`src/rtl/elevator_pkg.sv`:
```
// Shared types for the SCAN elevator controller: state encoding and the
// floor-index width helper.
package elevator_pkg;

    typedef enum logic [2:0] {
        ST_IDLE   = 3'b000,
        ST_UP     = 3'b001,
        ST_DN     = 3'b010,
        ST_HOLD   = 3'b011,
        ST_RST    = 3'b100,
        ST_ARRIVE = 3'b101,
        ST_DOOR   = 3'b110
    } state_t;

    // Floor index width; a two-floor car still needs one bit.
    function automatic int fw(input int n);
        return (n > 2) ? $clog2(n) : 1;
    endfunction

endpackage

```
`src/rtl/elevator_scan_ctrl_tick_counter.sv`:
```
// Tick-pulse counter with clear, enable and a terminal-count flag that is
// raised on the TERMINALth enabled pulse; the count wraps to zero there.
module tick_counter #(
    parameter int TERMINAL = 4
) (
    input  logic CLK,
    input  logic reset,
    input  logic clear,
    input  logic en,
    output logic tc
);
    localparam int CW = (TERMINAL > 1) ? $clog2(TERMINAL) : 1;
    localparam logic [CW-1:0] LAST = CW'(TERMINAL - 1);

    logic [CW-1:0] count;

    assign tc = en && (count == LAST);

    always_ff @(posedge CLK) begin
        if (reset || clear) begin
            count <= '0;
        end else if (en) begin
            count <= tc ? '0 : count + 1'b1;
        end
    end

endmodule

```
`src/rtl/elevator_scan_ctrl.sv`:
```
// SCAN (elevator-algorithm) car controller: latches floor calls, keeps
// travelling in one direction while calls remain beyond the car, then reverses.
module elevator_scan_ctrl
    import elevator_pkg::*;
#(
    parameter int N_FLOORS     = 8,
    parameter int TRAVEL_TICKS = 4,
    parameter int DOOR_TICKS   = 6
) (
    input  logic                    CLK,
    input  logic                    reset,
    input  logic                    tick,
    input  logic [N_FLOORS-1:0]     call_req,
    input  logic                    hold,
    output logic [fw(N_FLOORS)-1:0] floor,
    output logic                    dir,
    output logic                    run,
    output logic                    door_open,
    output logic                    hold_active,
    output logic [N_FLOORS-1:0]     pending,
    output logic [2:0]              state_value
);
    localparam int FW = fw(N_FLOORS);
    localparam logic [FW-1:0] TOP_FLOOR = FW'(N_FLOORS - 1);

    state_t              state, next_state;
    logic [FW-1:0]       next_floor;
    logic                next_dir;
    logic [N_FLOORS-1:0] next_pending;
    logic [N_FLOORS-1:0] at_mask, below_mask, above_mask, clr_mask, keep_mask;
    logic                calls_above, calls_below, calls_fwd, calls_back, pend_here;
    logic                in_travel, travel_clear, travel_en, travel_tc;
    logic                in_door, door_restart, door_clear, door_en, door_tc;
    logic                entering_door;

    // One-hot of the current floor; subtracting one yields the thermometer
    // of every floor below it.
    always_comb begin
        at_mask        = '0;
        at_mask[floor] = 1'b1;
    end

    assign below_mask  = at_mask - N_FLOORS'(1);
    assign above_mask  = ~(below_mask | at_mask);
    assign calls_above = |(pending & above_mask);
    assign calls_below = |(pending & below_mask);
    assign pend_here   = |(pending & at_mask);
    assign calls_fwd   = dir ? calls_above : calls_below;
    assign calls_back  = dir ? calls_below : calls_above;

    assign in_travel    = (state == ST_UP) || (state == ST_DN);
    assign travel_clear = !(in_travel || (state == ST_HOLD));
    assign travel_en    = in_travel & tick;

    assign in_door      = (state == ST_DOOR);
    assign door_restart = in_door & ((|(call_req & at_mask)) | hold);
    assign door_clear   = ~in_door | door_restart;
    assign door_en      = in_door & tick & ~door_restart;

    tick_counter #(.TERMINAL(TRAVEL_TICKS)) u_travel (
        .CLK   (CLK),
        .reset (reset),
        .clear (travel_clear),
        .en    (travel_en),
        .tc    (travel_tc)
    );

    tick_counter #(.TERMINAL(DOOR_TICKS)) u_door (
        .CLK   (CLK),
        .reset (reset),
        .clear (door_clear),
        .en    (door_en),
        .tc    (door_tc)
    );

    always_comb begin
        next_state = state;
        next_floor = floor;
        next_dir   = dir;
        case (state)
            ST_RST: next_state = ST_IDLE;
            ST_IDLE: begin
                if (pend_here) begin
                    next_state = ST_DOOR;
                end else if (calls_fwd) begin
                    next_state = dir ? ST_UP : ST_DN;
                end else if (calls_back) begin
                    next_dir   = ~dir;
                    next_state = dir ? ST_DN : ST_UP;
                end
            end
            ST_UP, ST_DN: begin
                // Arrival wins over hold; hold is then caught on the next leg.
                if (travel_tc) begin
                    next_state = ST_ARRIVE;
                    if (state == ST_UP && floor != TOP_FLOOR) begin
                        next_floor = floor + 1'b1;
                    end else if (state == ST_DN && floor != '0) begin
                        next_floor = floor - 1'b1;
                    end
                end else if (hold) begin
                    next_state = ST_HOLD;
                end
            end
            ST_HOLD: begin
                if (!hold) begin
                    next_state = dir ? ST_UP : ST_DN;
                end
            end
            ST_ARRIVE: begin
                if (pend_here) begin
                    next_state = ST_DOOR;
                end else if (calls_fwd) begin
                    next_state = dir ? ST_UP : ST_DN;
                end else begin
                    next_state = ST_IDLE;
                end
            end
            ST_DOOR: begin
                if (door_tc) begin
                    next_state = ST_IDLE;
                end
            end
            default: next_state = ST_RST;
        endcase
    end

    // A press at the floor being served is absorbed by the open door rather
    // than latched, so it never re-triggers a service cycle.
    assign entering_door = (next_state == ST_DOOR) && !in_door;
    assign clr_mask      = entering_door ? at_mask : '0;
    assign keep_mask     = (in_door || entering_door) ? ~at_mask : '1;
    assign next_pending  = (pending & ~clr_mask) | (call_req & keep_mask);

    always_ff @(posedge CLK) begin
        if (reset) begin
            state   <= ST_RST;
            floor   <= '0;
            dir     <= 1'b1;
            pending <= '0;
        end else begin
            state   <= next_state;
            floor   <= next_floor;
            dir     <= next_dir;
            pending <= next_pending;
        end
    end

    assign run         = in_travel;
    assign door_open   = in_door;
    assign hold_active = (state == ST_HOLD);
    assign state_value = state;

endmodule
```
`config.mk`:
```
export PLATFORM = sky130hd
export DESIGN_NAME = elevator_scan_ctrl
export DESIGN_NICKNAME = d
export VERILOG_FILES = /design/src/rtl/elevator_pkg.sv /design/src/rtl/elevator_scan_ctrl_tick_counter.sv /design/src/rtl/elevator_scan_ctrl.sv
export SDC_FILE = /design/constraint.sdc
export NUM_CORES = 1
export LEC_CHECK = 0
export ABC_AREA = 1
export BUFFER_PORTS_ARGS = -buffer_cell sky130_fd_sc_hd__buf_4
export CAP_MARGIN = 40
export CORE_MARGIN = 10
export CORE_UTILIZATION = 30
export CTS_BUF_LIST = sky130_fd_sc_hd__clkbuf_16
export CTS_CLUSTER_DIAMETER = 200
export CTS_CLUSTER_SIZE = 16
export DETAILED_ROUTE_END_ITERATION = 16
export SYNTH_ARGS = -nofsm -noshare
export SYNTH_HDL_FRONTEND = slang
export SYNTH_HIERARCHICAL = 1
export SYNTH_SLANG_ARGS = --single-unit
```
`constraint.sdc`:
```
create_clock -name CLK -period 3.05 [get_ports CLK]
set_input_delay 0 -clock CLK [delete_from_list [all_inputs] [get_ports CLK]]
set_output_delay 0 -clock CLK [all_outputs]
set_load 0.01 [all_outputs]
```
# After elaboration in Yosys (flattened, before gate mapping)
# Index checks and enable logic that the tools add are counted.
# W data, S select, Z words.
# totals
output_inout_bits,18
ramBits,0
romBits,0
input_bits,12
latch_bits,0
elab_cells,90
mem_count,0
regBits,20
# op_classes
shift,0
n_mux,22
n_addsub,5
multipliers,0
n_lt_le_gt_ge,2
eq_ne,10
bitwise_logic,22
div_mod_pow,0
n_reduce_logical,23
# ops
cell,count
$and A8 B8 Y8,6
$mux W3,11
$reduce_or A8 Y1,4
$not A8 Y8,3
$pmux W3 S6,1
$mux W8,2
$or A8 B8 Y8,2
$eq A3 B3 Y1 const B,5
$mux W2,4
$sub A8 B1 Y8 const B,1
$add A3 B1 Y3 const B,2
$eq A3 B2 Y1 const B,2
$logic_and A1 B1 Y1,6
$logic_or A1 B1 Y1,5
$not A1 Y1,5
$and A1 B1 Y1,4
$lt A3 B4 Y1 const B,1
$reduce_and A4 Y1,1
$demux W1 S3,1
$eq A3 B1 Y1 const B,1
$ge A3 B1 Y1 const B,1
$logic_not A3 Y1,1
$mux W1,3
$ne A3 B3 Y1 const B,1
other kinds (9),11

# Depth between registers and ports, before layout
# Gate-level depths: netlist of run 1.
# depth
depth_word,20
mapped_depth,19

# Cells and area by module
# Netlist of run 1, hierarchy kept.
# by_module_without_submodules
module,cells_each,seq_area_each_um2,area_each_um2,n_inst
elevator_scan_ctrl,200,300.3,1385.1,1
tick_counter at u_door,28,60.1,173.9,1
tick_counter at u_travel,16,40.0,105.1,1

# Least setup slack after synthesis of run 1
# No wires, ideal clock.
# synth_timing
path_kind,reg2reg
from,register floor[0]
to,register pending[0]
setup_slack_ps,355
t_arrival_ps,2629
path_stages_with_launch,20
setup_time_ps,66
path_cell_list,dfxtp_1 > buf_6 > inv_6 > buf_6 > nand3_1 > inv_1 > a22o_1 > a221oi_1 > nand4_1 > nor2_1 > nand3_1 > inv_1 > nor2_1 > nor3_2 > a21oi_4 > nand3_2 > nand2_4 > nand2_2 > nand2_2 > a21oi_2
# synth_via
elab_cells_between_ends,40
classes_between,1 x add/sub; 2 x order compare; 1 x eq/ne; 13 x mux; 15 x bitwise; 8 x reduce/logical
# synth_lines
element,line,rtl
start: declaration,elevator_scan_ctrl.sv:15,"output logic [fw(N_FLOORS)-1:0] floor,"
start signal: assignment,elevator_scan_ctrl.sv:143,floor <= next_floor;
$lt A3 B4 Y1 (not written as such) or $ge A3 B1 Y1 (tied branches),elevator_scan_ctrl.sv:40,at_mask[floor] = 1'b1;
$logic_and A1 B1 Y1 (not written as such),elevator_scan_ctrl.sv:40,
$mux W1 (not written as such),elevator_scan_ctrl.sv:40,
$demux W1 S3 *,elevator_scan_ctrl.sv:40,
$and A8 B8 Y8 *,elevator_scan_ctrl.sv:56,assign door_restart = in_door & ((|(call_req & at_mask)) | hold);
$reduce_or A8 Y1 *,elevator_scan_ctrl.sv:56,
$or A1 B1 Y1 *,elevator_scan_ctrl.sv:56,
$and A1 B1 Y1 *,elevator_scan_ctrl.sv:56,
(+2 left out),--,
named net door_en,elevator_scan_ctrl.sv:33,"logic in_door, door_restart, door_clear, door_en, door_tc;"
(+1 left out),--,
named net door_tc,elevator_scan_ctrl.sv:33,
$mux W3 *,elevator_scan_ctrl.sv:120,if (door_tc) begin
$pmux W3 S6 *,elevator_scan_ctrl.sv:80,case (state)
$eq A3 B3 Y1 *,elevator_scan_ctrl.sv:130,assign entering_door = (next_state == ST_DOOR) && !in_door;
$logic_and A1 B1 Y1 *,elevator_scan_ctrl.sv:130,
$logic_or A1 B1 Y1 or $mux W8 (tied branches),"elevator_scan_ctrl.sv:132, elevator_scan_ctrl.sv:131",
$mux W8 or $not A8 Y8 (tied branches),"elevator_scan_ctrl.sv:132, elevator_scan_ctrl.sv:133",
$and A8 B8 Y8,elevator_scan_ctrl.sv:133,assign next_pending = (pending & ~clr_mask) | (call_req & keep_mask);
$or A8 B8 Y8 *,elevator_scan_ctrl.sv:133,
end signal: assignment,elevator_scan_ctrl.sv:145,pending <= next_pending;
end: declaration,elevator_scan_ctrl.sv:20,"output logic [N_FLOORS-1:0] pending,"
# Mark *: on every way through the listed nets, which the timed path passes. The rest lies on a longest branch.
# A chain may end at the register's enable or synchronous reset.

# Worst setup path in the final report of run 1
# layout_timing
from,register floor[1]
to,register pending[5]
# The elaborated chain is that of the path after synthesis.

==> metrics, run 1 <==
Worst setup EP type=register; cells after synthesis=244; critical path data required time=3250 ps; switching part of the total=0.333; clock group share of total power=0.376; total congestion overflow=0; Worst-path clk slew=60 ps; RR Startpoint=floor[1]; Pleak=0.952 nW; first-pass GRT wire length=7840 um; setup bufs post-CTS=0; Worst EP arrival=2830 ps; Setup TNS=0 ps; post-route minimum period=2630 ps; CP bufs+invs=2; Critical Path Start=floor[1]; CTS root buf=clkbuf_16; Num CTS Buffers=3; IO Count=30; Tot Pwr=993 uW; Fin. Hold Viols=0; drt first pass iters=4; register area=403 um2; Worst slew margin=0.716; Synth Register Bits=20; initial antenna violation count=0; Hold Path Class=input port to register; DRT iter0 DRCs=135; DR WL/cell=13.1 um; Max Cap Viol=0; syn_nets=262; sequential element share of the synthesized area=0.241; core box area=0.00544 mm2; nets=294; synth warn=6; synth-to-layout area growth=23.7%; total wire length=4550 um; CP Launch Type=register; top-area cell type share of the netlist area=0.241; Synth area leaders=dfxtp_1, nand2_1, nand2_2; vias in the first global route=1,631; HP Start=call_req[7]; initial core utilization=0.306; WP depth=17; status=finished, final reports clean; Worst VDD drop=362 uV; r2r setup slk=420 ps; I/O Buffers=29; CP delay by family, top=simple AND/OR/NAND/NOR gates; Internal Pwr Total=663 uW; vias per cell=4.76; CTS tree=yes; # diodes=0; Critical Path Slowest Stage Cell=dfxtp_2; RD Place Congestion=0.860; unrepaired setup endpoints after global routing=false; Setup-failing EPs final=0; Reg power frac=0.320; CTS Buffer Depth=2; Distinct cells, synth=34; DPL Wire Length=3640 um; clock latency on the worst-skew pair=260 ps; Fillers=567; crit path capture=pending[5]; die height=94.5 um; total number of vias=1,650; pwr dens=483 mW/mm2; Sw Pwr=330 uW; all-layer global routing usage=0.107; critical path class=register to register; Antenna Nets Post-Route=0; Crit Reg-Reg Endpoint=pending[5]; combinational group share of total power=0.304; Slew Limit Fails=0; Critical Path Max Stage Delay=490 ps; CTS H-tree lvls=1; DRC=0; Avg Cell Area, Syn=6.82 um2; Max Fanout on Critical Path=12; Fmax=380 MHz; row count=27; CP cell instances=nor2_4, inv_1, nor2_1, a22o_1, a221oi_1, nand4_1, nor2_1, nand3_1, inv_1, nor2_1, nor3_2, a21oi_4, nand3_2, nand2_4, nand2_2, nand2_2, a21oi_2; R2R depth=17; Multi-input gate area=0.00107 mm2; most numerous cell on the critical path=nor2_1; die area=0.00893 mm2; pin count of the biggest net entering global routing=13; Die Span X=94.5 um; Sink Count=20; Hold WS=3.66 ps; area leader, netlist=dfxtp_1; period utilization=0.863; Worst Max-Slew Pin Slew=422 ps; WHS Path Cells=3; skew final=0.976 ps; synthesized area=0.00166 mm2; share of layout cells above drive strength 1=0.331
[power by group through the flow]
stage          clock network, mW  registers, mW  logic [mW]
2_1_floorplan                  0          0.316       0.209
3_3_place_gp                   0          0.324       0.300
3_5_place_dp                   0          0.323       0.301
4_1_cts                    0.379          0.318       0.304
5_1_grt                    0.394          0.321       0.338
6_report                   0.373          0.318       0.302
[layout make-up]
type | count | share of cell area
Clock buffer | 3 | 0.0365
Clock inverter | 1 | 0.0146
Inverter | 35 | 0.0663
Multi-Input combinational cell | 183 | 0.522
Sequential cell | 20 | 0.196
Tap cell | 72 | 0.0438
Timing Repair Buffer | 33 | 0.122
[cell families after synthesis]
family | synth area share
and+or+nand+nor | 0.444
buffers and inverters | 0.114
AOI/OAI and AO/OA | 0.146
DFF | 0.241
adders and majority gates | 0.0496
xor gates and xnor gates | 0.00526
[cells in the mapped netlist]
cell type / instances
a21oi_1: 5
a21oi_2: 8
a21oi_4: 1
a221oi_1: 2
a22o_1: 1
buf_2: 1
buf_4: 2
buf_6: 3
dfxtp_1: 20
fa_1: 1
ha_1: 5
inv_1: 32
inv_2: 2
inv_6: 1
nand2_1: 48
nand2_2: 22
nand2_4: 3
nand3_1: 15
nand3_2: 5
nand3b_1: 1
nand4_1: 9
nor2_1: 24
nor2_2: 5
nor2_4: 4
nor3_1: 3
nor3_2: 1
o2111ai_1: 1
o21ai_0: 13
o21ai_1: 1
o21ai_2: 1
o221ai_1: 1
o41ai_1: 1
or4_1: 1
xnor2_1: 1
[per-stage QoR]
step | area (um2) | instances | util | setup WS (ps)
6_report | 2060 | 347 | 0.378 | 417
5_1_grt | 2060 | 347 | 0.378 | 79.2
4_1_cts | 2050 | 346 | 0.376 | 204
3_5_place_dp | 1940 | 342 | 0.357 | 231
3_3_place_gp | 1940 | 342 | 0.357 | 292
2_1_floorplan | 1660 | 244 | - | 355
[layer usage]
| metal | wire length [um] | track usage |
|---|---|---|
| met1 | 2050 | 0.133 |
| met4 | 65 | 0.0262 |
| met2 | 2190 | 0.180 |
| met5 | 0 | 0 |
| met3 | 243 | 0.0285 |
[cell usage in the layout (no fill, tap or decap), drive strengths merged]
| master | count |
|---|---|
| a22o | 1 |
| o41ai | 1 |
| dfxtp | 20 |
| a221oi | 2 |
| xnor2 | 1 |
| nor3 | 4 |
| o21ai | 15 |
| nand4 | 9 |
| bufinv | 1 |
| fa | 1 |
| or4 | 1 |
| ha | 5 |
| nand2 | 73 |
| nand3 | 20 |
| o2111ai | 1 |
| dlygate4sd3 | 1 |
| a21oi | 14 |
| nand3b | 1 |
| buf | 32 |
| o221ai | 1 |
| nor2 | 33 |
| inv | 35 |
| clkbuf | 3 |
[flip-flops by register name (all words and copies together), names as in the netlist]
register        cells
pending             8
floor               3
u_door/count        3
u_travel/count      2
dir                 1
state_value         3
[how the worst min path moves through the flow]
stage / slack, ps / to
finish: 4 / pending[7]
global route: 1 / pending[6]
CTS: 0.8 / pending[7]
detailed placement: 270 / pending[7]
global placement: 260 / pending[5]
floorplan: 140 / pending[0]
[worst register-to-register path, stage by stage (launching register included)]
cell      delay, ps
dfxtp_2         490
nor2_4          110
inv_1            80
nor2_1           70
a22o_1          200
a221oi_1        250
nand4_1         160
nor2_1          160
nand3_1         110
inv_1            80
nor2_1           50
nor3_2          270
a21oi_4         100
nand3_2         100
nand2_4         110
nand2_2         100
nand2_2          50
a21oi_2         100
[what timing repair did]
| item | CTS | global route |
|---|---|---|
| hold buffers | 0 | 1 |
| endpoints found under the hold margin | 0 | 1 |
| endpoints found under the setup margin | 0 | 8 |
| gates resized for setup | 0 | 2 |
No activity file was read; power rests on OpenSTA's default activity.
==> run 2: changes to the inputs <==
--- a/config.mk
+++ b/config.mk
@@ -8,6 +8,7 @@
 export ABC_AREA = 1
 export BUFFER_PORTS_ARGS = -buffer_cell sky130_fd_sc_hd__buf_4
 export CAP_MARGIN = 40
+export CORE_ASPECT_RATIO = 2
 export CORE_MARGIN = 10
 export CORE_UTILIZATION = 30
 export CTS_BUF_LIST = sky130_fd_sc_hd__clkbuf_16
==> run 2 against run 1 <==
Against the previous run: clock power is 27% lower; highest routed layer unchanged; final cell count is 3.7% lower; final area is 2.4% lower; sequential share of layout area is 0.41 points higher; total power is 10% lower.
==> metrics, run 2 (synthesis gave the netlist of run 1 again) <==
Worst Max-Slew Pin Slew=450 ps (+28.7 ps); r2r setup slk=400 ps (-20 ps); Slew Limit Fails=0 (unchanged); Setup TNS=0 ps (unchanged); critical path data required time=3240 ps (about the same); share of layout cells above drive strength 1=0.328 (-0.00244); CTS root buf=clkbuf_16; # diodes=0 (unchanged); DPL Wire Length=3940 um (+8.2%); row count=38 (+41%); initial core utilization=0.307 (+0.00106); Fmax=377 MHz (-0.69%); skew final=3.22 ps (+2.24 ps); Max Cap Viol=0 (unchanged); die height=125 um (+33%); DRC=0 (unchanged); status=finished, final reports clean; CTS H-tree lvls=1 (unchanged); initial antenna violation count=0 (unchanged); core box area=0.00542 mm2 (-0.35%); clock group share of total power=0.304 (-0.072); Setup-failing EPs final=0 (unchanged); Num CTS Buffers=3 (unchanged); most common cell after layout, fill and taps aside=nand2_1; pin count of the biggest net entering global routing=13 (unchanged); nets=294 (unchanged); Fillers=608 (+7.2%); placed inst area=0.00193 mm2 (-0.39%); post-route minimum period=2650 ps (+18.3 ps); vias in the first global route=1,631 (unchanged); synth-to-layout area growth=20.8%; Worst EP arrival=2840 ps (about the same); DRT iter0 DRCs=41 (-70%); total number of vias=1,644 (-0.36%); all-layer global routing usage=0.103 (-0.00427); RD Place Congestion=0.824 (-4.1%); Hold Path Class=input port to register; hold-fix buffer count after cts=0 (unchanged); max reg flops=8 (unchanged); die area=0.00911 mm2 (+2.0%); total congestion overflow=0 (unchanged); switching part of the total=0.356 (+0.0236); unrepaired setup endpoints after global routing=false; Worst slew margin=0.697 (-0.0193); Internal Pwr Total=575 uW (-13%); Sw Pwr=318 uW (-3.7%); CTS Buffer Depth=2 (unchanged); critical path class=register to register; total wire length=4700 um (+3.3%); pwr dens=444 mW/mm2 (-7.9%); Worst VDD drop=276 uV (-24%); DR WL/cell=14.1 um (+7.3%); Largest Register=pending; first-pass GRT wire length=7590 um (-3.2%); Reg power frac=0.356 (+0.036); combinational group share of total power=0.340 (+0.036); Antenna Nets Post-Route=0 (unchanged); drt first pass iters=4 (unchanged); clock latency on the worst-skew pair=250 ps (about the same); # resized after CTS=0 (unchanged); Sink Count=20 (unchanged); I/O Buffers=29 (unchanged); Worst-path clk slew=60 ps (about the same); period utilization=0.869 (+0.00601); CP Launch Type=register; design area=0.00201 mm2 (-2.4%); setup bufs post-CTS=0 (unchanged); most frequent cells in the layout=nand2_1, buf_4, inv_1; CTS tree=yes; Fin. Hold Viols=0 (unchanged); Pleak=0.939 nW (-1.4%); IO Count=30 (unchanged); vias per cell=4.92 (+3.5%); Die Span X=72.7 um (-23%); Max Fanout on Critical Path=10 (-2); Worst setup EP type=register
## run 2: cell count changes in the layout (fill, tap and decap cells not counted), sizes merged
cell and change:
dlygate4sd3 -1, bufinv -1, buf +1
## run 2: layer usage
metal,part of all wire,vias to the layer above,routed length (um),GRT usage
met4,0.035,0,166,0.0528
met1,0.37,743,1730,0.0980
met5,0,-,0,0
li1,-,853,-,-
met3,0.038,12,180,0.0198
met2,0.56,36,2630,0.194
## run 2: power by group through the flow
stage / sequential, mW / clock (mW) / combinational (mW)
after floorplan: 0.316 / 0 / 0.209
after global placement: 0.322 / 0 / 0.306
after detailed placement: 0.323 / 0 / 0.305
after CTS: 0.317 / 0.278 / 0.307
after global routing: 0.320 / 0.292 / 0.334
final: 0.318 / 0.272 / 0.303
## run 2: layout make-up
cell class / instances / area, um2 / area share
tap: 60 / 75.1 / 0.0374
clock buffer: 3 / 75.1 / 0.0374
multi-input combinational: 183 / 1070 / 0.534
timing repair buffer: 33 / 248 / 0.123
inverter: 35 / 136 / 0.0679
sequential: 20 / 402 / 0.200
## run 2: path summary, 6_finish.rpt
check / to / cells past startpoint / from
setup / recovery: pending[1] / 17 / floor[1]
hold / removal: pending[6] / 3 / call_req[6]
hold reg to reg: u_travel/count[1] / 2 / u_travel/count[1]
setup reg to reg: pending[1] / 17 / floor[1]
## run 2: critical path: stages, from the launching register on
cell and delay (ps):
dfxtp_2 460, nor2_4 100, inv_1 80, nor2_1 70, a22o_1 200, a221oi_1 280
nand4_1 170, nor2_1 160, nand3_1 110, inv_1 90, nor2_1 60, nor3_2 270
a21oi_4 90, nand3_2 100, nand2_4 100, nand2_2 90, nand2_2 50, a21oi_2 110
## run 2: stage by stage
| step | hold slack (ps) | power, mW | utilization | instances | setup WS, ps |
|---|---|---|---|---|---|
| 2_1_floorplan | 136 | 0.525 | - | 244 | 355 |
| 3_3_place_gp | 270 | 0.629 | 0.357 | 331 | 322 |
| 3_5_place_dp | 274 | 0.628 | 0.357 | 331 | 270 |
| 4_1_cts | 8.63 | 0.902 | 0.370 | 334 | 219 |
| 5_1_grt | 13.7 | 0.946 | 0.371 | 334 | 113 |
| 6_report | 8.81 | 0.893 | 0.371 | 334 | 399 |
==> run 3: changes to the inputs <==
--- a/config.mk
+++ b/config.mk
@@ -17,5 +17,4 @@
 export DETAILED_ROUTE_END_ITERATION = 16
 export SYNTH_ARGS = -nofsm -noshare
 export SYNTH_HDL_FRONTEND = slang
-export SYNTH_HIERARCHICAL = 1
 export SYNTH_SLANG_ARGS = --single-unit
==> run 3 against run 2 <==
Against the previous run: count of clock-buffer cells in the layout unchanged; largest power group unchanged; routed wire length rose by 14%; core utilization about the same; final area rose by 6.3%; synthesized cell count up 7.0%; final cell count increased by 6.0%; worst hold slack worse by 6.9 ps; first-iteration DRC count grew to 2.7 times the previous value; clock power up 6%.
==> metrics, run 3 <==
status=finished, final reports clean; DRT iter0 DRCs=110 (+170%); Worst VDD drop=236 uV (-14%); vias per cell=5.13 (+4.2%); total number of vias=1,816 (+10%); # resized after CTS=0 (unchanged); pwr dens=400 mW/mm2 (-10%); Synth Register Bits=20 (unchanged); async set or reset register ratio after synthesis=0 (unchanged); Worst EP arrival=2920 ps (+80 ps); IO Count=30 (unchanged); Setup-failing EPs final=0 (unchanged); Critical Path Max Stage Delay=530 ps (+70 ps); initial antenna violation count=0 (unchanged); CTS H-tree lvls=1 (unchanged); Distinct cells, synth=32 (-5.9%); RR Startpoint=floor[0]; RD Place Congestion=0.873 (+5.9%); I/O Buffers=29 (unchanged); CP cell instances=inv_2, nand2_2, ha_1, nand3_1, ha_1, nand2_1, nand4_1, nor2_2, nand2_1, nand2_2, nand2_2, nand2_2, nand3_4, nand2_4, nand2_4, nand2_1, nand2_1, a21oi_2; post-route minimum period=2730 ps (+75.1 ps); top-area cell type share of the netlist area=0.225 (-0.0156); unrepaired setup endpoints after global routing=false; Worst setup EP type=register; Worst slew margin=0.679 (-0.0174); Post-synth EDFFs=0 (unchanged); die area=0.00960 mm2 (+5.4%); Avg Cell Area, Syn=6.82 um2 (about the same); HP Start=call_req[6]; setup bufs post-CTS=0 (unchanged); critical path class=register to register; Slew Limit Fails=0 (unchanged); Critical Path Start=floor[0]; Finished Layout Cells=354 (+6.0%); most common cell after layout, fill and taps aside=nand2_1; die height=129 um (+2.9%); Fmax=367 MHz (-2.8%); placed cells=349 (+5.4%); Max Cap Viol=0 (unchanged); skew final=6.38 ps (+3.17 ps); commonest cells in the netlist=nand2_1, inv_1, nand3_1; total wire length=5360 um (+14%); first-pass GRT wire length=8940 um (+18%); core box area=0.00576 mm2 (+6.2%); Die Span X=74.5 um (+2.5%); initial core utilization=0.309 (+0.00198); pin count of the biggest net entering global routing=13 (unchanged); synth-to-layout area growth=20.0%; DR WL/cell=15.2 um (+7.7%); Setup TNS=0 ps (unchanged); Antenna Nets Post-Route=0 (unchanged); most frequent cells in the layout=nand2_1, buf_4, inv_1; Worst-path clk slew=60 ps (about the same); DRC=0 (unchanged); Worst Max-Slew Pin Slew=477 ps (+27.1 ps); max reg flops=8 (unchanged); Fin. Hold Viols=0 (unchanged); drt first pass iters=4 (unchanged); CTS root buf=clkbuf_16; all-layer global routing usage=0.121 (+0.0180); CP delay by family, top=simple AND/OR/NAND/NOR gates; share of layout cells above drive strength 1=0.290 (-0.0384); # diodes=0 (unchanged); cells after synthesis=261 (+7.0%); syn_nets=282 (+7.6%); Sink Count=20 (unchanged); area leader, netlist=dfxtp_1; critical path data required time=3250 ps (about the same); period utilization=0.894 (+0.0246); post-layout util=0.371 (about the same); nets=315 (+7.1%); Max Fanout on Critical Path=10 (unchanged); most frequent cell after synthesis=nand2_1; Synth area leaders=dfxtp_1, nand2_1, nand3_1; main flop type after synthesis=dfxtp_1; CTS Buffer Depth=2 (unchanged); CP bufs+invs=1 (-1); synthesized area=0.00178 mm2 (+6.9%); Critical Path Slowest Stage Cell=dfxtp_1; vias in the first global route=1,872 (+15%); sequential element share of the synthesized area=0.225 (-0.0156); synth warn=0 (-6); Num CTS Buffers=3 (unchanged); DPL Wire Length=4410 um (+12%); total congestion overflow=0 (unchanged); Pleak=0.996 nW (+6.1%); CTS tree=yes; Largest Register=pending; CP Launch Type=register; hold-fix buffer count after cts=1 (+1); Hold Path Class=input port to register; row count=39 (+2.6%); clock latency on the worst-skew pair=260 ps (about the same)
run 3: path summary, 6_finish.rpt:
kind	endpoint	slack, ps	cells past startpoint
worst min register to register	u_travel.count[1]	500	2
worst max register to register	pending[0]	320	18
worst max-delay path	pending[0]	320	18
worst min-delay path	pending[6]	2	3
run 3: metal layers:
metal / share of wire / GRT usage / vias up
met1: 0.35 / 0.109 / 822
met5: 0 / 0 / -
li1: - / - / 929
met4: 0.064 / 0.101 / 0
met2: 0.55 / 0.226 / 45
met3: 0.032 / 0.0146 / 20
run 3: logic make-up after synthesis:
| group | count (synthesis) | share of synthesized area |
|---|---|---|
| fa+ha+maj | 9 | 0.0675 |
| buf+inv | 38 | 0.0992 |
| simple gates | 159 | 0.470 |
| xor+xnor | 2 | 0.00985 |
| flops | 20 | 0.225 |
| compound gates | 33 | 0.129 |
run 3: report_power, final:
group	switching (mW)	total (mW)	internal, mW
Sequential	0.0259	0.304	0.279
Clock	0.113	0.289	0.176
Combinational	0.164	0.260	0.0963
Total	0.303	0.853	0.550
run 3: cell type report:
cell class              instances  area, um2
clock buffers                   3       75.1
clock inverters                 1       3.75
fillers                       635       3620
inverters                      32        120
multi-input cells             203       1200
flip-flops and latches         20        400
well taps                      61       76.3
repair buffers                 34        258
run 3: worst min-delay path, cell delays in order:
cell	delay (ps)
buf_4	110
nand2_1	70
a21oi_2	40
run 3: through the flow:
step | total power, mW | area, um2 | setup WS (ps) | hold slack, ps
2_1_floorplan | 0.477 | 1780 | 680 | 151
3_3_place_gp | 0.569 | 2050 | 420 | 273
3_5_place_dp | 0.571 | 2050 | 353 | 277
4_1_cts | 0.863 | 2140 | 325 | 0.844
5_1_grt | 0.901 | 2140 | 22.1 | 11.2
6_report | 0.853 | 2140 | 324 | 1.91
